<file path="src/rtl/mem_ctrl.sv">
// mem_ctrl: serialises MEM load/store and IF fetch requests onto an 8-bit RAM.
// Define MEMCTRL_IO_FULL_EN to stall IO-space store bytes on io_buffer_full_i.
module mem_ctrl #(
  parameter int ADDR_W = 32
) (
  input  logic              clk_in,
  input  logic              rst_in,
  input  logic              ls_enable_i,
  input  logic              ls_wr_i,
  input  logic [2:0]        ls_funct3_i,
  input  logic [31:0]       ls_addr_i,
  input  logic [31:0]       ls_data_i,
  output logic              load_store_ready_o,
  output logic [31:0]       load_data_o,
  output logic              memctrl_off_o,
  input  logic              if_enable_i,
  input  logic [31:0]       if_addr_i,
  output logic              if_ready_o,
  output logic [31:0]       inst_o,
`ifdef MEMCTRL_IO_FULL_EN
  input  logic              io_buffer_full_i,
`endif
  input  logic [7:0]        mem_din_i,
  output logic [7:0]        mem_dout_o,
  output logic [ADDR_W-1:0] mem_a_o,
  output logic              mem_wr_o
);

  typedef enum logic [1:0] {
    S_IDLE,
    S_LS,
    S_IF,
    S_DONE
  } state_e;

  state_e              state_q, state_d;
  logic [2:0]          cnt_q, cnt_d;
  logic [2:0]          n_q, n_d;
  logic                wr_q, wr_d;
  logic                is_if_q, is_if_d;
  logic [ADDR_W-1:0]   addr_q, addr_d;
  logic [31:0]         wdata_q, wdata_d;
  logic [31:0]         data_q, data_d;

  logic [ADDR_W-1:0]   a_cur;
  logic [2:0]          ls_size;
  logic [1:0]          rd_byte;
  logic                hold;
  logic                unused_f3;

  assign unused_f3 = ls_funct3_i[2];
  assign a_cur     = addr_q + ADDR_W'(cnt_q);
  assign rd_byte   = 2'(cnt_q - 3'd1);

`ifdef MEMCTRL_IO_FULL_EN
  localparam logic [ADDR_W-1:0] IO_BASE = ADDR_W'(32'h30000);
  assign hold = io_buffer_full_i && (a_cur >= IO_BASE);
`else
  assign hold = 1'b0;
`endif

  always_comb begin
    ls_size = 3'd4;
    unique case (ls_funct3_i[1:0])
      2'd0:    ls_size = 3'd1;
      2'd1:    ls_size = 3'd2;
      default: ls_size = 3'd4;
    endcase
  end

  always_comb begin
    state_d    = state_q;
    cnt_d      = cnt_q;
    n_d        = n_q;
    wr_d       = wr_q;
    is_if_d    = is_if_q;
    addr_d     = addr_q;
    wdata_d    = wdata_q;
    data_d     = data_q;
    mem_wr_o   = 1'b0;
    mem_a_o    = '0;
    mem_dout_o = 8'h00;

    unique case (state_q)
      S_IDLE: begin
        if (ls_enable_i) begin
          state_d = S_LS;
          is_if_d = 1'b0;
          wr_d    = ls_wr_i;
          n_d     = ls_size;
          addr_d  = ADDR_W'(ls_addr_i);
          wdata_d = ls_data_i;
          data_d  = '0;
          cnt_d   = 3'd0;
        end else if (if_enable_i) begin
          state_d = S_IF;
          is_if_d = 1'b1;
          wr_d    = 1'b0;
          n_d     = 3'd4;
          addr_d  = ADDR_W'(if_addr_i);
          data_d  = '0;
          cnt_d   = 3'd0;
        end
      end

      S_LS, S_IF: begin
        if (state_q == S_IF && !if_enable_i) begin
          // fetch flushed by IF: drop it without a ready pulse
          state_d = S_IDLE;
        end else if (wr_q) begin
          if (!hold) begin
            mem_wr_o   = 1'b1;
            mem_a_o    = a_cur;
            mem_dout_o = wdata_q[{cnt_q[1:0], 3'b000} +: 8];
            cnt_d      = cnt_q + 3'd1;
            if (cnt_q == n_q - 3'd1)
              state_d = S_DONE;
          end
        end else begin
          // RAM answers one cycle after the address, so capture lags issue
          if (cnt_q < n_q)
            mem_a_o = a_cur;
          if (cnt_q != 3'd0)
            data_d[{rd_byte, 3'b000} +: 8] = mem_din_i;
          cnt_d = cnt_q + 3'd1;
          if (cnt_q == n_q)
            state_d = S_DONE;
        end
      end

      S_DONE: state_d = S_IDLE;

      default: state_d = S_IDLE;
    endcase
  end

  always_ff @(posedge clk_in) begin
    if (rst_in) begin
      state_q <= S_IDLE;
      cnt_q   <= 3'd0;
      n_q     <= 3'd0;
      wr_q    <= 1'b0;
      is_if_q <= 1'b0;
      addr_q  <= '0;
      wdata_q <= '0;
      data_q  <= '0;
    end else begin
      state_q <= state_d;
      cnt_q   <= cnt_d;
      n_q     <= n_d;
      wr_q    <= wr_d;
      is_if_q <= is_if_d;
      addr_q  <= addr_d;
      wdata_q <= wdata_d;
      data_q  <= data_d;
    end
  end

  assign load_store_ready_o = (state_q == S_DONE) && !is_if_q;
  assign if_ready_o         = (state_q == S_DONE) && is_if_q;
  assign load_data_o        = load_store_ready_o ? data_q : '0;
  assign inst_o             = if_ready_o ? data_q : '0;
  assign memctrl_off_o      = load_store_ready_o |
                              (~ls_enable_i & (state_q != S_LS));

endmodule

</file>
<file path="config.mk">
export PLATFORM = sky130hd
export DESIGN_NAME = mem_ctrl
export DESIGN_NICKNAME = d
export VERILOG_FILES = /design/src/rtl/mem_ctrl.sv
export SDC_FILE = /design/constraint.sdc
export NUM_CORES = 1
export LEC_CHECK = 0
export ABC_AREA = 0
export CAP_MARGIN = 20
export CORE_MARGIN = 2
export CORE_UTILIZATION = 46
export DETAILED_ROUTE_END_ITERATION = 10
export PLACE_DENSITY = 0.82
export SLEW_MARGIN = 10
export SYNTH_ARGS = -nofsm -noshare
export SYNTH_HDL_FRONTEND = slang
export SYNTH_SLANG_ARGS = --single-unit
</file>
<file path="constraint.sdc">
create_clock -name clk_in -period 3.35 [get_ports clk_in]
set_input_delay 0.67 -clock clk_in [delete_from_list [all_inputs] [get_ports clk_in]]
set_output_delay 0.67 -clock clk_in [all_outputs]
set_load 0.05 [all_outputs]
</file>
==> impl_metrics.toml <==
[status]
status = "complete, no violations"

[yosys]
yosysTopAreaCellShare_pct = 34.8
synthFlopType = "dfxtp_1"
async_flop_share_pct = 0
yosys.area.top_type = "dfxtp_1"
synth-edff-count = 0
synth-simple-area-share_pct = 27.1
synth_top_family_by_area = "simple AND/OR/NAND/NOR gates"
synthTopCellsByArea = "dfxtp_1, mux2i_1, nand2_1"
ys_seq_area_share_pct = 34.8
syn_area_sq_mm = 0.00609
synth.distinct_cells = 59
synthCells = 723
synth_adder_area_share_pct = 3.62
ys_warn_count = 0
synth_xor_area_share_pct = 1.83
synth_compound_area_share_pct = 17.7
syn-num-nets = 852
avgSynthCellArea_sq_um = 8.42
synthMuxAreaShare_pct = 10.2
synth-seq-cells = 106

[min_path]
hp-class = "flop to flop"
hold_path_depth = 2
holdCritStartpoint = "wdata_q[27]"
holdPathEnd = "wdata_q[27]"

[timing]
finalCriticalPeriod_ns = 3.28
worst_slack_ns = 0.0707
rsz0062_at_grt = "true"
finalHoldViolCount = 0
period_share_pct = 97.9
skew_ns = 0.00516
clock.fmax_mhz = 305
worstMarginPinSlew_ns = 0.830
slew_headroom_pct = 44.7
setup-violations-final = 0
finalMaxSlewViolations = 0

[detailed_routing]
num_vias = 6010
firstDrtPassIters = 5
drc_errors = 0
viasPerCell = 5.42
drt-wirelength-per-cell_um = 15.4
wl_um = 17100
drtAntennaViolNets = 0
drt_iter0_markers = 363

[clocking]
cts_tree = "built"
cts-buffers-inserted = 9
clock-sinks = 106
hold_buffers = 0
cts_root_buf = "clkbuf_16"
htreeDepth = 3
clk_latency_ns = 0.35
clockBufferDepth = 2
path_clk_slew_ns = 0.07

[power]
power_mw = 5.28
p_leak_nw = 3.66
peakVddDrop_mv = 0.254
power_density_mw_per_mm2 = 549

[die]
core_area_sq_mm = 0.0131
rows = 42
fp.dieH_um = 119
die_area_sq_mm = 0.0142
initial_core_util_pct = 46.5
ios = 220
dieWidth_um = 119

[finish]
drive_gt1_share_pct = 16.6
fin_cells = 1108
fin_nets = 1056
area_growth_pct = 57.7
antennaDiodeCount = 0

[critical_path]
endpoint_kind = "primary output"
slowest_stage = "fa_2"
cp.required_ns = 2.68
crit_family = "adder cells"
start_kind = "flop"
reg2reg_slack_ns = 0.70
ff2ff_path_depth = 7
rr_startpoint = "cnt_q[0]"
worstSetupPathType = "flop to primary output"
max_stage_delay_ns = 0.36
rr_endpoint = "data_q[23]"
worstPathArrival_ns = 2.61
crit_buf_inv = 4
path_max_fanout = 8
crit_path_cell_trace = "ha_2 -> inv_1 -> fa_2 -> nor2b_4 -> o2111ai_2 -> buf_4 -> buf_2 -> or3_1 -> a21oi_2 -> buf_12"

[grt]
grt_pass1_vias = 5525
grt_antenna_before_repair = 0
grt_overflow = 0
grtUsageTotal_pct = 23.7
grt_max_degree = 77
grt_pass1_wl_um = 27400

[placed_design]
dp_hpwl_um = 12600
preCtsSetupSlack_ns = 0.352
io_buffer_count = 218
gp_congestion = 0.868
place_inst = 1088

[run]
max-cap-violations = 0
==> stage by stage <==
| stage | utilization, % | cell area, sq um | setup TNS [ns] | hold slack [ns] |
|---|---|---|---|---|
| after floorplan | - | 6130 | -0.257 | 0.433 |
| after global placement | 70.6 | 9240 | 0 | 0.440 |
| after detailed placement | 70.7 | 9250 | 0 | 0.446 |
| after CTS | 73.0 | 9550 | 0 | 0.455 |
| after global routing | 73.4 | 9610 | -0.116 | 0.470 |
| final | 73.4 | 9610 | 0 | 0.455 |
==> state kept, by name, indices dropped and copies added, names as in the netlist <==
register,count
addr_q,32
cnt_q,3
data_q,32
is_if_q,1
n_q,3
state_q,2
wdata_q,32
wr_q,1
==> report_power, final <==
part	switching, mW	internal, mW
clock network	0.477	0.586
logic	1.37	1.05
registers	0.267	1.53
total	2.12	3.16
==> routing by layer <==
layer	part of all wire [%]	wire length (um)	global-route usage (%)
met3	4.4	749	3.30
met5	0	0	0
met1	44	7470	30.3
met2	49	8460	40.2
met4	2.4	418	9.60
==> cells in the mapped netlist (all sizes together) (2+ instances only) <==
cell type  number
nor2           50
buf            11
a22o           24
a211oi         35
clkbuf         39
and3           38
nor2b          22
nand2          94
o2111ai         2
nor3            3
a21oi          57
nor4            8
nand3b          4
or3             7
xnor2           5
mux4            8
inv            15
o31ai          13
nand2b          9
and2           35
a2111oi         2
o21a            2
a41oi           3
or4            14
xor2            5
nand4           8
nand3          12
ha             16
mux2i          44
o21ai          11
dfxtp         106
a22oi           2
and4            5
==> final cells by class <==
class / count / area (sq um)
inverter: 16 / 60.1
clock inverter: 5 / 61.3
fill: 970 / 3480
sequential: 106 / 2130
tap: 176 / 220
timing repair buffer: 243 / 3150
clock buffer: 11 / 233
multi-input combinational: 551 / 3750
==> layout by cell type (no fill, tap or decap), types with 12 or more instances in the layout <==
cell type / instances
clkdlybuf4s50_1: 141
dfxtp_1: 103
nand2_1: 93
buf_12: 78
nor2_1: 50
a21oi_1: 48
mux2i_1: 44
and3_1: 37
a211oi_1: 35
and2_1: 34
a22o_1: 24
nor2b_1: 21
buf_4: 19
inv_1: 15
ha_1: 15
o31ai_1: 13
nand3_1: 12
or4_1: 12
==> kinds of logic (layout without fill, tap and decap cells) <==
logic type,Yosys count,after routing
and+or+nand+nor,313,313
buffers and inverters,66,275
adders and majority gates,17,17
muxes,52,52
AOI/OAI and AO/OA,158,158
DFF,106,106
xor gates and xnor gates,11,11
==> worst max path at each step <==
stage	to	from	cells past startpoint	slack [ns]
3_3_place_gp	mem_a_o[24]	cnt_q[0]	9	0.37
3_5_place_dp	mem_a_o[19]	if_enable_i	7	0.35
4_1_cts	mem_a_o[26]	cnt_q[0]	9	0.009
2_1_floorplan	mem_a_o[10]	cnt_q[1]	7	-0.09
5_1_grt	mem_a_o[26]	cnt_q[0]	9	-0.05
6_report	mem_a_o[16]	cnt_q[0]	10	0.07
==> what timing repair did <==
item / in CTS / in global routing
pin swaps: 0 / 3
endpoints found under the setup margin: 4 / 11
setup buffers: 0 / 3
gates resized for setup: 2 / 10
gates cloned: 0 / 1
==> worst min-delay path, cell delays in order, from the launching register on <==
cell and delay [ns]:
dfxtp_1 0.31, nand2_1 0.05, a21oi_1 0.05
No activity file was read; power rests on OpenSTA's default activity.
